$ cat src/rtl/enc_session_ctrl_pkg.sv
// Shared types and defaults for the encryption session controller.
// Holds the controller state encoding and the default latency/counter widths.
package enc_ctrl_pkg;

    localparam int LATENCY_DEF = 5;
    localparam int ERR_W_DEF   = 8;
    localparam int DATA_W      = 32;
    localparam int EXP_W       = 64;

    typedef enum logic [1:0] {
        ST_IDLE = 2'd0,
        ST_RUN  = 2'd1,
        ST_RESP = 2'd2
    } state_t;

endpackage

$ cat src/rtl/enc_session_ctrl_if.sv
// Requester-side bus of the session controller: operand request channel and result channel.
// Valid/ready: a transfer happens on a rising edge where valid and ready are both high; the
// sender holds valid and its payload steady until that edge, and ready never waits on valid.
interface enc_session_ctrl_if;
    import enc_ctrl_pkg::*;

    logic              req_valid;
    logic              req_ready;
    logic [DATA_W-1:0] req_r1;
    logic [DATA_W-1:0] req_r2;
    logic [DATA_W-1:0] req_c1;
    logic [DATA_W-1:0] req_p;
    logic [EXP_W-1:0]  req_exp;

    logic              rsp_valid;
    logic              rsp_ready;
    logic              rsp_ok;
    logic [DATA_W-1:0] rsp_c2;

    modport master (
        output req_valid, req_r1, req_r2, req_c1, req_p, req_exp, rsp_ready,
        input  req_ready, rsp_valid, rsp_ok, rsp_c2
    );

    modport slave (
        input  req_valid, req_r1, req_r2, req_c1, req_p, req_exp, rsp_ready,
        output req_ready, rsp_valid, rsp_ok, rsp_c2
    );

endinterface

$ cat src/rtl/enc_session_ctrl_err_counter.sv
// Saturating count of failed sessions; holds at all-ones instead of wrapping.
module enc_err_counter
    import enc_ctrl_pkg::*;
#(
    parameter int ERR_W = ERR_W_DEF
) (
    input  logic             clk,
    input  logic             rst,
    input  logic             inc,
    output logic [ERR_W-1:0] count
);

    always_ff @(posedge clk or negedge rst) begin
        if (!rst) begin
            count <= '0;
        end else if (inc && (count != '1)) begin
            count <= count + ERR_W'(1);
        end
    end

endmodule

$ cat src/rtl/enc_session_ctrl.sv
// Session controller: accepts an operand set, runs the datapath for LATENCY enabled edges,
// then returns a verified result (or a failure) over the response channel.
module enc_session_ctrl
    import enc_ctrl_pkg::*;
#(
    parameter int LATENCY = LATENCY_DEF,
    parameter int ERR_W   = ERR_W_DEF
) (
    input  logic               clk,
    input  logic               rst,
    enc_session_ctrl_if.slave  bus,
    output logic [DATA_W-1:0]  enc_r1,
    output logic [DATA_W-1:0]  enc_r2,
    output logic [DATA_W-1:0]  enc_c1,
    output logic [DATA_W-1:0]  enc_p,
    output logic [EXP_W-1:0]   enc_exp,
    output logic               enc_en,
    input  logic               enc_true,
    input  logic [DATA_W-1:0]  enc_c2,
    input  logic               abort,
    output logic               busy,
    output logic [ERR_W-1:0]   err_cnt,
    output state_t             state_dbg
);

    // cnt must reach LATENCY without wrapping, so size it for LATENCY itself
    localparam int              CNT_W    = (LATENCY < 1) ? 1 : $clog2(LATENCY + 1);
    localparam logic [CNT_W-1:0] CNT_LAST = CNT_W'(LATENCY);

    state_t            state;
    state_t            state_nxt;
    logic [CNT_W-1:0]  cnt;
    logic              accept;
    logic              guard;
    logic              finish;
    logic              rsp_valid_q;
    logic              rsp_ok_q;
    logic [DATA_W-1:0] rsp_c2_q;

    always_ff @(posedge clk or negedge rst) begin
        if (!rst) begin
            state <= ST_IDLE;
        end else begin
            state <= state_nxt;
        end
    end

    // abort overrides every other transition, including a pending accept or consume
    always_comb begin
        state_nxt = state;
        accept    = 1'b0;
        guard     = 1'b0;
        finish    = 1'b0;
        if (abort) begin
            state_nxt = ST_IDLE;
        end else begin
            case (state)
                ST_IDLE: begin
                    if (bus.req_valid) begin
                        if (bus.req_p != '0) begin
                            accept    = 1'b1;
                            state_nxt = ST_RUN;
                        end else begin
                            guard     = 1'b1;
                            state_nxt = ST_RESP;
                        end
                    end
                end
                ST_RUN: begin
                    if (cnt == CNT_LAST) begin
                        finish    = 1'b1;
                        state_nxt = ST_RESP;
                    end
                end
                ST_RESP: begin
                    if (bus.rsp_ready) begin
                        state_nxt = ST_IDLE;
                    end
                end
                default: state_nxt = ST_IDLE;
            endcase
        end
    end

    always_ff @(posedge clk or negedge rst) begin
        if (!rst) begin
            enc_r1      <= '0;
            enc_r2      <= '0;
            enc_c1      <= '0;
            enc_p       <= '0;
            enc_exp     <= '0;
            enc_en      <= 1'b0;
            cnt         <= '0;
            rsp_valid_q <= 1'b0;
            rsp_ok_q    <= 1'b0;
            rsp_c2_q    <= '0;
        end else begin
            if (accept) begin
                enc_r1  <= bus.req_r1;
                enc_r2  <= bus.req_r2;
                enc_c1  <= bus.req_c1;
                enc_p   <= bus.req_p;
                enc_exp <= bus.req_exp;
            end

            if (accept) begin
                cnt <= '0;
            end else if ((state == ST_RUN) && !finish && !abort) begin
                cnt <= cnt + CNT_W'(1);
            end

            if (accept) begin
                enc_en <= 1'b1;
            end else if (finish || abort) begin
                enc_en <= 1'b0;
            end

            if (guard || finish) begin
                rsp_valid_q <= 1'b1;
            end else if (abort || ((state == ST_RESP) && bus.rsp_ready)) begin
                rsp_valid_q <= 1'b0;
            end

            // a failed verification never exposes the datapath's partial result
            if (guard) begin
                rsp_ok_q <= 1'b0;
                rsp_c2_q <= '0;
            end else if (finish) begin
                rsp_ok_q <= enc_true;
                rsp_c2_q <= enc_true ? enc_c2 : '0;
            end
        end
    end

    enc_err_counter #(
        .ERR_W (ERR_W)
    ) u_err_counter (
        .clk   (clk),
        .rst   (rst),
        .inc   (guard | (finish & ~enc_true)),
        .count (err_cnt)
    );

    assign bus.req_ready = (state == ST_IDLE);
    assign busy          = (state != ST_IDLE);
    assign bus.rsp_valid = rsp_valid_q;
    assign bus.rsp_ok    = rsp_ok_q;
    assign bus.rsp_c2    = rsp_c2_q;
    assign state_dbg     = state;

endmodule

$ cat src/flat_wrapper.sv
// flat-port wrapper written by rule: the top's interface ports become plain ports
module enc_session_ctrl_flat import enc_ctrl_pkg::*;
#(
    parameter int LATENCY = LATENCY_DEF,
    parameter int ERR_W   = ERR_W_DEF
)
  (clk, rst, enc_r1, enc_r2, enc_c1, enc_p, enc_exp, enc_en, enc_true, enc_c2, abort, busy, err_cnt, state_dbg, bus_req_valid, bus_req_r1, bus_req_r2, bus_req_c1, bus_req_p, bus_req_exp, bus_rsp_ready, bus_req_ready, bus_rsp_valid, bus_rsp_ok, bus_rsp_c2);
  enc_session_ctrl_if bus_i ();
  input  logic clk;
  input  logic rst;
  output logic [DATA_W-1:0] enc_r1;
  output logic [DATA_W-1:0] enc_r2;
  output logic [DATA_W-1:0] enc_c1;
  output logic [DATA_W-1:0] enc_p;
  output logic [EXP_W-1:0] enc_exp;
  output logic enc_en;
  input  logic enc_true;
  input  logic [DATA_W-1:0] enc_c2;
  input  logic abort;
  output logic busy;
  output logic [ERR_W-1:0] err_cnt;
  output state_t state_dbg;
  input wire logic [$bits(bus_i.req_valid)-1:0] bus_req_valid;
  input wire logic [$bits(bus_i.req_r1)-1:0] bus_req_r1;
  input wire logic [$bits(bus_i.req_r2)-1:0] bus_req_r2;
  input wire logic [$bits(bus_i.req_c1)-1:0] bus_req_c1;
  input wire logic [$bits(bus_i.req_p)-1:0] bus_req_p;
  input wire logic [$bits(bus_i.req_exp)-1:0] bus_req_exp;
  input wire logic [$bits(bus_i.rsp_ready)-1:0] bus_rsp_ready;
  output wire logic [$bits(bus_i.req_ready)-1:0] bus_req_ready;
  output wire logic [$bits(bus_i.rsp_valid)-1:0] bus_rsp_valid;
  output wire logic [$bits(bus_i.rsp_ok)-1:0] bus_rsp_ok;
  output wire logic [$bits(bus_i.rsp_c2)-1:0] bus_rsp_c2;
  assign bus_i.req_valid = bus_req_valid;
  assign bus_i.req_r1 = bus_req_r1;
  assign bus_i.req_r2 = bus_req_r2;
  assign bus_i.req_c1 = bus_req_c1;
  assign bus_i.req_p = bus_req_p;
  assign bus_i.req_exp = bus_req_exp;
  assign bus_i.rsp_ready = bus_rsp_ready;
  assign bus_req_ready = bus_i.req_ready;
  assign bus_rsp_valid = bus_i.rsp_valid;
  assign bus_rsp_ok = bus_i.rsp_ok;
  assign bus_rsp_c2 = bus_i.rsp_c2;
  enc_session_ctrl #(.LATENCY(LATENCY), .ERR_W(ERR_W)) u_core (.clk(clk), .rst(rst), .bus(bus_i), .enc_r1(enc_r1), .enc_r2(enc_r2), .enc_c1(enc_c1), .enc_p(enc_p), .enc_exp(enc_exp), .enc_en(enc_en), .enc_true(enc_true), .enc_c2(enc_c2), .abort(abort), .busy(busy), .err_cnt(err_cnt), .state_dbg(state_dbg));
endmodule
$ cat config.mk
export PLATFORM = sky130hd
export DESIGN_NAME = enc_session_ctrl_flat
export DESIGN_NICKNAME = d
export VERILOG_FILES = /design/src/rtl/enc_session_ctrl_pkg.sv /design/src/rtl/enc_session_ctrl_if.sv /design/src/rtl/enc_session_ctrl_err_counter.sv /design/src/rtl/enc_session_ctrl.sv /design/src/flat_wrapper.sv
export SDC_FILE = /design/constraint.sdc
export NUM_CORES = 1
export LEC_CHECK = 0
export ABC_AREA = 1
export BUFFER_PORTS_ARGS = -buffer_cell sky130_fd_sc_hd__buf_2
export CELL_PAD_IN_SITES_DETAIL_PLACEMENT = 0
export CELL_PAD_IN_SITES_GLOBAL_PLACEMENT = 1
export CORE_MARGIN = 3
export CORE_UTILIZATION = 30
export CTS_BUF_LIST = sky130_fd_sc_hd__clkbuf_16
export DETAILED_ROUTE_END_ITERATION = 10
export GPL_ROUTABILITY_DRIVEN = 0
export GPL_TIMING_DRIVEN = 0
export PLACE_DENSITY_LB_ADDON = 0.12
export SLEW_MARGIN = 20
export SYNTH_ARGS = -nofsm -noshare
export SYNTH_HDL_FRONTEND = slang
export SYNTH_SLANG_ARGS = --single-unit
$ cat constraint.sdc
create_clock -name clk -period 2.8 [get_ports clk]
set_clock_uncertainty 0.15 [all_clocks]
set_input_delay 0.14 -clock clk [delete_from_list [all_inputs] [get_ports clk]]
set_output_delay 0.14 -clock clk [all_outputs]
set_load 0.02 [all_outputs]
==> run_results.csv <==
group,metric,value,unit
global_routing,grt_pass1_wl,54.68,mm
layout,final_cell_mix,"nand2_1, buf_2, dfrtp_1, dlygate4sd3_1, nand3_1",
routing,wire_per_inst,15.59,µm
critical_path,startpoint_type,"register",
cts,cts.clk_slew.worst_paths,0.06,ns
layout,fin_nets,2054,
critical_path,crit_start,"u_core.cnt[0]$_DFFE_PN0P_",
critical_path,arrival,2.75,ns
critical_path,cp-end-kind,"register",
critical_path,critical_path.max_fanout,10,
layout,n_antenna_cell,0,
floorplanning,die_x,183.3,µm
global_routing,grt_max_degree,77,
hold_path,hold_path.class,"primary input to asynchronous set/reset pin",
timing,finalWorstSetupSlack,0.3203,ns
cts,cts_buffers,29,
synth,ys_seq_area_frac,0.6370,
place,placed_cells,1953,
layout,layout_commonest_cell,"nand2_1",
routing,drtAntennaViolNets,0,
timing,whs,0.03724,ns
pwr,power_leakage,0.008940,µW
timing,slew_headroom,0.5285,
synth,postSynthAreaPerCell,8.681,µm²
place,dp_slack,0.7436,ns
layout,drive_gt1_frac,0.3026,
timing,worstMarginPinSlew,0.7072,ns
cts,post-cts-setup-buffers,0,
pwr,cellPowerDensity,699.0,nW/µm²
routing,routed_wl,34.92,mm
floorplanning,die_h,183.3,µm
global_routing,first_global_vias,9948,
routing,drt_pass1_iterations,6,
global_routing,track_usage,0.2046,
synth,syn_nets,1319,
routing,drt-initial-drc-count,455,
synth,ys_ff_latch,240,
routing,remaining_drc_errors,0,
timing,setup-violations-final,0,
timing,hold_viol_final,0,
synth,synth.cell_area,9428,µm²
routing,post_drt_via_cell_ratio,4.264,
cts,ctsResizeCount,0,
floorplanning,fp.coreArea,30750,µm²
routing,vias,9552,
outcome,outcome,"complete, no violations",
global_routing,grt_overflow_total,0,
synth,synth_area_leaders,"dfrtp_1, nand2_1, nand3_1, buf_4, nor2_1",
cts,cts_tree,"done",
floorplanning,row_count,64,
timing,post-route-period-util,0.8856,
floorplanning,design.die.area,33590,µm²
critical_path,required,3.07,ns
cts,clock-sinks,240,
global_routing,antenna_found_initial,1,
synth,synth_cell_types,24,
floorplanning,io_pins,469,
cts,clock_latency,0.53,ns
synth,yosys_warnings,0,
timing,period_needed,2.480,ns
layout,fin_cells,2240,
synth,synthCells,1086,
place,portBuffers,468,
timing,max_clock_freq,0.4033,GHz
pwr,ir_drop,0.5559,mV
critical_path,path_class,"register to register",
timing,rsz0062_at_grt,"no",
layout,final_util,0.5080,
layout,syn_to_final_growth,65.69,%
place,hpwlAfterDp,25.50,mm
layout,fillers,3011,
job,max_cap_violations,0,
synth,synth_top_area_cell,"dfrtp_1",
floorplanning,start_util,0.3066,
cts,cts_root_buf,"clkbuf_16",
critical_path,r2r_start,"u_core.cnt[0]$_DFFE_PN0P_",
cts,h-tree-depth,1,
cts,clockBufferDepth,3,
cts,holdBufCountCts,233,
synth,synth_top_area_share,0.6370,
timing,maxSlewViolCount,0,
-- power breakdown --
group          internal [µW]  switching (µW)  total, µW  leakage [µW]
Clock                   2140            1480       3630      0.000463
Combinational           1060            1800       2870       0.00543
Sequential              4100             330       4430       0.00305
-- sequential cells by signal (all words and copies together) (netlist names), 3 cells and up --
signal	cells
u_core.enc_exp	64
u_core.bus.rsp_c2	32
u_core.enc_c1	32
u_core.enc_p	32
u_core.enc_r1	32
u_core.enc_r2	32
u_core.u_err_counter.count	8
u_core.cnt	3
-- metrics by stage --
stage / setup TNS, ns / cell area, µm² / total power [µW]
4_1_cts: 0 / 15620 / 11090
6_report: 0 / 15620 / 10920
3_3_place_gp: -797.48 / 12270 / 7083
3_5_place_dp: 0 / 12360 / 7122
2_1_floorplan: 0 / 9428 / 5887
5_1_grt: 0 / 15620 / 11550
-- cell type report --
| class | instances | area, µm² | area share |
|---|---|---|---|
| multi-input combinational | 778 | 3067 | 0.1963 |
| clock buffer | 29 | 725.7 | 0.04646 |
| inverter | 16 | 60.06 | 0.003845 |
| buffer | 52 | 295.3 | 0.01890 |
| clock inverter | 25 | 187.7 | 0.01201 |
| timing repair buffer | 704 | 4785 | 0.3063 |
| sequential | 240 | 6006 | 0.3845 |
| tap | 396 | 495.5 | 0.03172 |
-- layer usage --
metal | GRT usage | vias up | wire, µm
met5 | 0 | - | 13
met3 | 0.06109 | 49 | 2934
met2 | 0.3589 | 336 | 16810
met1 | 0.2458 | 4379 | 14300
met4 | 0.05515 | 2 | 857
li1 | - | 4786 | -
-- logic make-up after synthesis --
group / share of synthesized area
simple gates: 0.3132
compound gates: 0.005308
fa+ha+maj: 0.003982
xor+xnor: 0.002788
buf+inv: 0.03769
flops: 0.6370
-- worst max-delay path, stage by stage (launching register included) --
cell	delay (ns)
dfrtp_1	0.41
ha_1	0.21
nand2_1	0.10
nor3_2	0.06
nand2_1	0.27
clkbuf_1	0.39
o311ai_0	0.19
dlygate4sd3_1	0.59
-- cell usage after synthesis --
library cell  instances
nand2_1             682
dfrtp_1             240
nand3_1              46
nor2_1               30
buf_2                20
buf_4                20
inv_1                15
clkbuf_1             11
a21oi_1               3
ha_1                  3
nor2_4                2
xor2_1                2
buf_1                 1
inv_2                 1
nand2_2               1
nor3_1                1
nor3_2                1
o211ai_1              1
o21ai_0               1
o21ai_1               1
o21ai_2               1
o311ai_0              1
or2_2                 1
xnor2_1               1
-- path summary, 6_finish.rpt --
| check | to | slack (ns) | cells after the start |
|---|---|---|---|
| setup reg to reg | u_core.state_dbg[1]$_DFFE_PN0P_ | 0.32 | 7 |
| max in group asynchronous | u_core.enc_exp[6]$_DFFE_PN0P_ | 1.85 | 4 |
| min in group clk | u_core.bus.rsp_c2[13]$_DFFE_PN0P_ | 0.11 | 6 |
| setup / recovery | u_core.state_dbg[1]$_DFFE_PN0P_ | 0.32 | 7 |
| hold / removal | u_core.enc_c1[31]$_DFFE_PN0P_ | 0.04 | 3 |
| hold reg to reg | u_core.enc_r2[12]$_DFFE_PN0P_ | 0.31 | 2 |
No activity file was read; power rests on OpenSTA's default activity.
